### src/rtl/div_if.sv
// Begin/end handshake bundle shared between the execute stage and the divider.
// The execute stage is the master; the divider is the slave.
interface div_if #(
    parameter int WIDTH = 32
);
    logic             div_begin;
    logic [WIDTH-1:0] div_op1;
    logic [WIDTH-1:0] div_op2;
    logic             div_sign;
    logic [WIDTH-1:0] quotient;
    logic [WIDTH-1:0] remainder;
    logic             div_busy;
    logic             div_end;

    modport master (
        output div_begin, div_op1, div_op2, div_sign,
        input  quotient, remainder, div_busy, div_end
    );

    modport slave (
        input  div_begin, div_op1, div_op2, div_sign,
        output quotient, remainder, div_busy, div_end
    );
endinterface

### src/rtl/divider.sv
// Iterative radix-2 restoring divider for DIV/DIVU, one quotient bit per cycle.
// Signed operands are divided as magnitudes and the signs are re-applied in FIX.
module divider #(
    parameter int WIDTH = 32
) (
    input  logic clk,
    input  logic rst,
    div_if.slave bus
);
    localparam int CW = (WIDTH > 1) ? $clog2(WIDTH) : 1;
    localparam logic [CW-1:0] LAST = CW'(WIDTH - 1);

    typedef enum logic [1:0] {
        IDLE,
        CALC,
        FIX,
        DONE
    } state_t;

    state_t           state;
    logic             begin_d;
    logic [CW-1:0]    counter;
    logic [WIDTH-1:0] op1_raw;
    logic [WIDTH-1:0] dvd_shift;
    logic [WIDTH-1:0] divisor_mag;
    logic [WIDTH-1:0] part_rem;
    logic [WIDTH-1:0] quo;
    logic             div_zero;
    logic             q_neg;
    logic             r_neg;
    logic [WIDTH-1:0] quotient_r;
    logic [WIDTH-1:0] remainder_r;
    logic             busy_r;
    logic             end_r;

    logic             start;
    logic [WIDTH-1:0] op1_mag;
    logic [WIDTH-1:0] op2_mag;
    logic [WIDTH:0]   rem_shift;
    logic [WIDTH:0]   rem_diff;
    logic             fits;

    // The trial subtraction is one bit wider than the operands; its top bit is the
    // borrow, so a clear borrow means the divisor fits (covers |op2| = 2^(W-1)).
    always_comb begin
        start     = bus.div_begin & ~begin_d;
        op1_mag   = (bus.div_sign && bus.div_op1[WIDTH-1]) ? -bus.div_op1 : bus.div_op1;
        op2_mag   = (bus.div_sign && bus.div_op2[WIDTH-1]) ? -bus.div_op2 : bus.div_op2;
        rem_shift = {part_rem, dvd_shift[WIDTH-1]};
        rem_diff  = rem_shift - {1'b0, divisor_mag};
        fits      = ~rem_diff[WIDTH];
    end

    always_ff @(posedge clk or posedge rst) begin
        if (rst) begin
            state       <= IDLE;
            begin_d     <= 1'b0;
            counter     <= '0;
            op1_raw     <= '0;
            dvd_shift   <= '0;
            divisor_mag <= '0;
            part_rem    <= '0;
            quo         <= '0;
            div_zero    <= 1'b0;
            q_neg       <= 1'b0;
            r_neg       <= 1'b0;
            quotient_r  <= '0;
            remainder_r <= '0;
            busy_r      <= 1'b0;
            end_r       <= 1'b0;
        end else begin
            begin_d <= bus.div_begin;
            end_r   <= 1'b0;
            case (state)
                IDLE: begin
                    if (start) begin
                        op1_raw     <= bus.div_op1;
                        dvd_shift   <= op1_mag;
                        divisor_mag <= op2_mag;
                        div_zero    <= (bus.div_op2 == '0);
                        q_neg       <= bus.div_sign & (bus.div_op1[WIDTH-1] ^ bus.div_op2[WIDTH-1]);
                        r_neg       <= bus.div_sign & bus.div_op1[WIDTH-1];
                        part_rem    <= '0;
                        quo         <= '0;
                        counter     <= '0;
                        busy_r      <= 1'b1;
                        state       <= CALC;
                    end
                end
                CALC: begin
                    part_rem  <= fits ? rem_diff[WIDTH-1:0] : rem_shift[WIDTH-1:0];
                    quo       <= {quo[WIDTH-2:0], fits};
                    dvd_shift <= {dvd_shift[WIDTH-2:0], 1'b0};
                    if (counter == LAST) begin
                        state <= FIX;
                    end else begin
                        counter <= counter + 1'b1;
                    end
                end
                FIX: begin
                    // Divide by zero reports all-ones and hands back the raw dividend.
                    if (div_zero) begin
                        quotient_r  <= '1;
                        remainder_r <= op1_raw;
                    end else begin
                        quotient_r  <= q_neg ? -quo : quo;
                        remainder_r <= r_neg ? -part_rem : part_rem;
                    end
                    busy_r <= 1'b0;
                    state  <= DONE;
                end
                DONE: begin
                    end_r <= 1'b1;
                    state <= IDLE;
                end
                default: state <= IDLE;
            endcase
        end
    end

    assign bus.quotient  = quotient_r;
    assign bus.remainder = remainder_r;
    assign bus.div_busy  = busy_r;
    assign bus.div_end   = end_r;
endmodule

### src/flat_wrapper.sv
// flat-port wrapper written by rule: the top's interface ports become plain ports
module divider_flat 
#(
    parameter int WIDTH = 32
)
  (clk, rst, bus_div_begin, bus_div_op1, bus_div_op2, bus_div_sign, bus_quotient, bus_remainder, bus_div_busy, bus_div_end);
  div_if #(.WIDTH(WIDTH)) bus_i ();
  input  logic clk;
  input  logic rst;
  input wire logic [$bits(bus_i.div_begin)-1:0] bus_div_begin;
  input wire logic [$bits(bus_i.div_op1)-1:0] bus_div_op1;
  input wire logic [$bits(bus_i.div_op2)-1:0] bus_div_op2;
  input wire logic [$bits(bus_i.div_sign)-1:0] bus_div_sign;
  output wire logic [$bits(bus_i.quotient)-1:0] bus_quotient;
  output wire logic [$bits(bus_i.remainder)-1:0] bus_remainder;
  output wire logic [$bits(bus_i.div_busy)-1:0] bus_div_busy;
  output wire logic [$bits(bus_i.div_end)-1:0] bus_div_end;
  assign bus_i.div_begin = bus_div_begin;
  assign bus_i.div_op1 = bus_div_op1;
  assign bus_i.div_op2 = bus_div_op2;
  assign bus_i.div_sign = bus_div_sign;
  assign bus_quotient = bus_i.quotient;
  assign bus_remainder = bus_i.remainder;
  assign bus_div_busy = bus_i.div_busy;
  assign bus_div_end = bus_i.div_end;
  divider #(.WIDTH(WIDTH)) u_core (.clk(clk), .rst(rst), .bus(bus_i));
endmodule
### config.mk
export PLATFORM = sky130hd
export DESIGN_NAME = divider_flat
export DESIGN_NICKNAME = d
export VERILOG_FILES = /design/src/rtl/div_if.sv /design/src/rtl/divider.sv /design/src/flat_wrapper.sv
export SDC_FILE = /design/constraint.sdc
export NUM_CORES = 1
export LEC_CHECK = 0
export CORE_UTILIZATION = 55
export CTS_CLUSTER_SIZE = 16
export DETAILED_ROUTE_END_ITERATION = 10
export PLACE_DENSITY = 0.8
export SKIP_LAST_GASP = 1
export SYNTH_ARGS = -nofsm -noshare
export SYNTH_HDL_FRONTEND = slang
export SYNTH_SLANG_ARGS = --single-unit
### constraint.sdc
create_clock -name clk -period 23.5 [get_ports clk]
set_input_delay 7.05 -clock clk [delete_from_list [all_inputs] [get_ports clk]]
set_output_delay 7.05 -clock clk [all_outputs]
set_load 0.1 [all_outputs]
==> results.toml, run 1 <==
[finish]
antenna_diode_count = 0
layout-drive-gt1-share = 0.0784
final.fill_count = 2068
final_cell_count_no_fill = 1963
area_growth_pct = 17.2
multi_input_comb_area_mm2 = 0.00749
ff_latch_area_mm2 = 0.00593
nets = 1725

[yosys]
netlist.area_leader.share = 0.422
syn-mean-instance-area_um2 = 9.16
yosysUniqueCellTypes = 69
postSynth.asyncResetShare = 1.00
list_of_most_frequent_post_synthesis_cells = "237 x sky130_fd_sc_hd__dfrtp_1, 165 x sky130_fd_sc_hd__nand2_1, 135 x sky130_fd_sc_hd__o21ai_0, 127 x sky130_fd_sc_hd__a21oi_1, 97 x sky130_fd_sc_hd__xor2_1"
yosysTopAreaCell = "sky130_fd_sc_hd__dfrtp_1"
synthMostInstantiatedCell = "sky130_fd_sc_hd__dfrtp_1"
synth_seq_area_share = 0.422
synth_warnings = 0
post_synthesis_instance_total = 1533
mappedNetlistNets = 1644
synth.ff_latch_count = 237
synth_enable_flop_cells = 0
ys_dominant_reg_cell = "sky130_fd_sc_hd__dfrtp_1"
leading_cell_types_by_total_area_after_synthesis = "sky130_fd_sc_hd__dfrtp_1 42%, sky130_fd_sc_hd__xor2_1 6.0%, sky130_fd_sc_hd__o21ai_0 4.8%, sky130_fd_sc_hd__a21oi_1 4.5%, sky130_fd_sc_hd__nand2_1 4.4%"
netlist_area_mm2 = 0.0140

[timing]
report.final.hold_viol_count = 0
finalSetupViolCount = 0
worst_hold_check_slack_ps = 480
clock-skew-final_ps = 9.78
setup_tns_ps = 0
worst_slew_margin_rel = 0.215
period_share = 0.404
max_freq_ghz = 0.105
layout_min_cycle_time_ps = 9500
timing_worst_slew_pin_value_ps = 1170
timing_max_transition_violations_final = 0
rsz0062_at_grt = "no"

[drt]
detail_route.first_pass.iterations = 9
antenna_violating_nets_post_route = 0
dr_total_vias = 11842
detail_route.drc_violations = 1
drt-initial-drc-count = 1088
post_drt_via_cell_ratio = 6.03
drt-total-wl_mm = 34.6
post_drt_wl_per_cell_um = 17.6

[clock_tree]
insertion_delay_ps = 530
cts_made_buffers = 26
clock-sinks = 237
tritoncts = "yes"
clkSlewWorstSetupHoldPaths_ps = 60
cts_root_buffer = "sky130_fd_sc_hd__clkbuf_16"
cts_buffer_depth = 3
postCtsSetupBuffers = 0
htree_num_levels = 1
cts_repair_resize_count = 0
cts-hold-fix-buffers = 0

[global_route]
grt_pass1_wl_mm = 57.3
first_global_vias = 11453
globalRouteOverflowTotal = 0
antenna_violations_before_repair = 0
grt_max_degree = 108
groute.usage.overall = 0.270

[power]
powerDensity_mw_per_mm2 = 165
total_leakage_power_nw = 7.20
power.total_mw = 2.72
max-vdd-ir-drop_mv = 0.118

[setup_path]
start_kind = "input pin"
timing.critical_path.arrival_ps = 9860
worstPathMaxFanout = 5
criticalPathCategory = "input pin to flip-flop"
endpoint_kind = "flip-flop"
worst_ep_required_ps = 23860

[flow_run]
maxCapViolCount = 0

[run_status]
outcome = "finished with violations"
violations = "DRC"

[die]
floorplan.io_pins = 134
coreArea_mm2 = 0.0251
rows = 58
chipHeight_um = 162
die-width_um = 162
overall_die_area_mm2 = 0.0262
initial_core_util = 0.559

[place]
gpl.final_weighted_congestion = 0.925
numPlacedInstances = 1916
port_buffers = 133
place.detailed.hpwl_mm = 24.3

[worst_hold_path]
worstHoldPathType = "flip-flop to flip-flop"
==> routing by layer <==
layer / GRT usage / part of all wire / up-vias
li1: - / - / 5659
met1: 0.344 / 0.42 / 5765
met4: 0.0961 / 0.032 / 0
met5: 0 / 0 / -
met3: 0.0309 / 0.046 / 74
met2: 0.473 / 0.51 / 344
==> registers in the layout (all words and copies together) (netlist names) <==
register              flops
u_core.op1_raw           32
u_core.bus.div_end        1
u_core.bus.remainder     32
u_core.begin_d            1
u_core.q_neg              1
u_core.div_zero           1
u_core.bus.div_busy       1
u_core.state              2
u_core.bus.quotient      32
u_core.divisor_mag       32
u_core.r_neg              1
u_core.quo               32
u_core.dvd_shift         32
u_core.part_rem          32
u_core.counter            5
==> placed cells by master (no fill, tap or decap), drive strengths merged, types with 10 or more instances in the layout <==
cell type and n:
nor2 91, xor2 97, a21oi 127, mux2i 13, or4 12, nor3 17
o31ai 43, ha 42, clkbuf 35, o311ai 16, a22o 36, xnor2 46
nand2 165, clkdlybuf4s50 133, nand2b 12, or3 14, o41ai 15, nand3 52
buf 10, dfrtp 237, inv 74, and2 11, mux2 47, a21o 14
o21ai 136, nor4 15, o221ai 17
==> worst paths after layout <==
check	end	depth (start not counted)	slack, ps	start
min reg2reg	u_core.divisor_mag[31]	2	480	u_core.divisor_mag[31]
max	u_core.divisor_mag[28]	9	14000	bus_div_op2[8]
max in group asynchronous	u_core.op1_raw[19]	3	14950	rst
min	u_core.divisor_mag[31]	2	480	u_core.divisor_mag[31]
min in group asynchronous	u_core.quo[29]	2	7020	rst
max reg2reg	u_core.part_rem[21]	12	19640	u_core.dvd_shift[31]
==> worst max-delay path, cell delays in order <==
cell                              delay, ps
sky130_fd_sc_hd__clkdlybuf4s50_1        450
sky130_fd_sc_hd__or4_1                  600
sky130_fd_sc_hd__or3_1                  400
sky130_fd_sc_hd__nor4_1                 440
sky130_fd_sc_hd__and2_1                 310
sky130_fd_sc_hd__and2_1                 240
sky130_fd_sc_hd__a21oi_1                100
sky130_fd_sc_hd__xnor2_1                160
sky130_fd_sc_hd__o21ai_0                100
==> report_power, final <==
part	internal [mW]	total, mW	switching [mW]	leakage, nW
clock	0.277	0.449	0.171	0.461
combinational	0.522	1.57	1.05	3.68
sequential	0.565	0.705	0.141	3.06
total	1.36	2.72	1.36	7.20
==> cells by family (layout without fill, tap and decap cells) <==
group,count (synthesis),after routing,synth area share
compound gates,456,456,0.210
simple gates,431,431,0.147
flops,237,237,0.422
buf+inv,163,263,0.0460
xor+xnor,143,143,0.0892
mux,60,60,0.0470
fa+ha+maj,43,43,0.0388
==> through the flow <==
stage               setup WS [ps]   util  instance area, um2
CTS                         14040  0.656               16500
finish                      14000  0.656               16500
floorplan                    9950      -               14000
detailed placement          13530  0.618               15500
global placement            13620  0.618               15500
global route                13740  0.656               16500
==> final cells by class <==
class | count | area share
repair buffers | 143 | 0.0854
clock buffers | 35 | 0.0453
clock inverters | 12 | 0.0119
well taps | 330 | 0.0251
multi-input cells | 1133 | 0.455
flip-flops and latches | 237 | 0.360
inverters | 73 | 0.0171
(Power assumes the default switching activity.)
==> run 2: changes to the inputs <==
--- a/config.mk
+++ b/config.mk
@@ -5,10 +5,10 @@
 export SDC_FILE = /design/constraint.sdc
 export NUM_CORES = 1
 export LEC_CHECK = 0
-export CORE_UTILIZATION = 55
+export CORE_UTILIZATION = 53
 export CTS_CLUSTER_SIZE = 16
 export DETAILED_ROUTE_END_ITERATION = 10
-export PLACE_DENSITY = 0.8
+export PLACE_DENSITY = 0.81
 export SKIP_LAST_GASP = 1
 export SYNTH_ARGS = -nofsm -noshare
 export SYNTH_HDL_FRONTEND = slang
==> constraint.sdc (replaced) <==
create_clock -name clk -period 8.2 [get_ports clk]
set_input_delay 2.46 -clock clk [delete_from_list [all_inputs] [get_ports clk]]
set_output_delay 2.46 -clock clk [all_outputs]
set_load 0.1 [all_outputs]
==> run 2 against run 1 <==
Effect of this change: the flow now finishes without violations; sequential power rose to 2.9 times the previous value; setup slack got worse by 11000 ps; register-to-register slack got worse by 15000 ps; clock power rose to 2.7 times the previous value; combinational power rose to 2.9 times the previous value; critical path type unchanged.
==> results.toml, run 2 (same netlist as run 1, synthesis figures left out) <==
[power]
powerDensity_mw_per_mm2 = 469
max-vdd-ir-drop_mv = 0.445
power.total_mw = 7.69
total_leakage_power_nw = 7.17

[die]
die-width_um = 165
initial_core_util = 0.539
overall_die_area_mm2 = 0.0272
chipHeight_um = 165
rows = 59
coreArea_mm2 = 0.0261
floorplan.io_pins = 134

[setup_path]
endpoint_kind = "flip-flop"
criticalPathCategory = "input pin to flip-flop"
worst_stage_delay_on_the_critical_path_ps = 600
cp_cell_sequence = "clkdlybuf4s50_1 -> or4_1 -> or3_1 -> nor4_1 -> and2_1 -> and2_1 -> a21oi_1 -> xnor2_1 -> o21ai_0"
worst_ep_required_ps = 8580
cp_num_cells = 9
r2r.worst_path.cells = 12
timing.critical_path.arrival_ps = 5190
start_kind = "input pin"
worst_path_most_repeated_cell = "sky130_fd_sc_hd__and2_1"
path_delay_family = "simple AND/OR/NAND/NOR gates"
crit_path_max_delay_cell_type = "sky130_fd_sc_hd__or4_1"
critical_path.n_buffers_inverters = 1
worstPathMaxFanout = 5

[timing]
report.final.hold_viol_count = 0
layout_min_cycle_time_ps = 4810
period_share = 0.587
worst_slew_margin_rel = 0.236
setup_slack_ps = 3390
setup_tns_ps = 0
max_freq_ghz = 0.208
timing_max_transition_violations_final = 0
timing_worst_slew_pin_value_ps = 1140
finalSetupViolCount = 0
rsz0062_at_grt = "no"
clock-skew-final_ps = 11.7

[drt]
dr_total_vias = 11735
drt-total-wl_mm = 34.2
detail_route.first_pass.iterations = 5
drt-initial-drc-count = 878
post_drt_wl_per_cell_um = 17.4
antenna_violating_nets_post_route = 0
detail_route.drc_violations = 0
post_drt_via_cell_ratio = 5.96

[clock_tree]
clock-sinks = 237
postCtsSetupBuffers = 0
insertion_delay_ps = 540
cts_root_buffer = "sky130_fd_sc_hd__clkbuf_16"
htree_num_levels = 1
tritoncts = "yes"
cts_repair_resize_count = 0
cts_buffer_depth = 3
cts_made_buffers = 27
clkSlewWorstSetupHoldPaths_ps = 60
cts-hold-fix-buffers = 0

[finish]
nets = 1725
area_growth_pct = 16.7
layout-drive-gt1-share = 0.0772
layout.cells.most_common_list = "237 x sky130_fd_sc_hd__dfrtp_1, 165 x sky130_fd_sc_hd__nand2_1, 134 x sky130_fd_sc_hd__o21ai_0, 133 x sky130_fd_sc_hd__clkdlybuf4s50_1, 127 x sky130_fd_sc_hd__a21oi_1"
layout_commonest_cell = "sky130_fd_sc_hd__dfrtp_1"
antenna_diode_count = 0
finish.instance_area_mm2 = 0.0164

[global_route]
grt_max_degree = 157
first_global_vias = 11226
globalRouteOverflowTotal = 0
antenna_violations_before_repair = 0
groute.usage.overall = 0.258
grt_pass1_wl_mm = 56.5

[place]
dp_slack_ps = 2850
place.detailed.hpwl_mm = 23.7
gpl.final_weighted_congestion = 0.889
port_buffers = 133
placedInstanceArea_mm2 = 0.0155

[flow_run]
maxCapViolCount = 0

[worst_hold_path]
worstHoldPathType = "flip-flop to flip-flop"
holdPathStages = 2

[run_status]
outcome = "completed"
-- run 2: cell count changes in the layout (fill, tap and decap cells not counted), sizes merged --
cell,previous run,this run
buf,10,9
bufinv,5,2
clkinv,5,7
clkbuf,35,37
-- run 2: power breakdown --
part	total (mW)	leakage [nW]	internal (mW)	switching (mW)
clock	1.19	0.433	0.704	0.486
combinational	4.48	3.67	1.49	2.99
sequential	2.02	3.06	1.62	0.404
total	7.69	7.17	3.82	3.88
-- run 2: worst min-delay path: cells and delay by family, from the launching register on --
kind | cells | cell delay [ps]
DFF | 1 | 340
AOI/OAI and AO/OA | 1 | 60
and+or+nand+nor | 1 | 40
-- run 2: path summary, 6_finish.rpt --
check | from | endpoint | slack, ps
setup / recovery | bus_div_op2[8] | u_core.divisor_mag[30] | 3390
hold / removal | u_core.divisor_mag[14] | u_core.divisor_mag[14] | 480
setup reg to reg | u_core.dvd_shift[31] | u_core.part_rem[21] | 4380
hold reg to reg | u_core.divisor_mag[14] | u_core.divisor_mag[14] | 480
max in group asynchronous | rst | u_core.dvd_shift[2] | 4470
min in group asynchronous | rst | u_core.bus.quotient[29] | 2440
-- run 2: layer usage --
metal,GRT usage,up-vias,part of all wire
li1,-,5667,-
met1,0.340,5687,0.44
met2,0.443,313,0.49
met3,0.0254,68,0.039
met4,0.0872,0,0.033
met5,0,-,0
-- run 2: through the flow --
step	instances	util	hold WS, ps
3_3_place_gp	1920	0.596	462
5_1_grt	1968	0.629	503
3_5_place_dp	1920	0.596	471
4_1_cts	1968	0.629	485
2_1_floorplan	1533	-	449
6_report	1968	0.629	478
-- run 2: area by class of cell --
cell class | count | area [um2]
Clock inverter | 11 | 116
Clock buffer | 37 | 753
Inverter | 73 | 278
Sequential cell | 237 | 5930
Timing Repair Buffer | 142 | 1410
Tap cell | 335 | 419
Fill cell | 2144 | 9660
Multi-Input combinational cell | 1133 | 7490
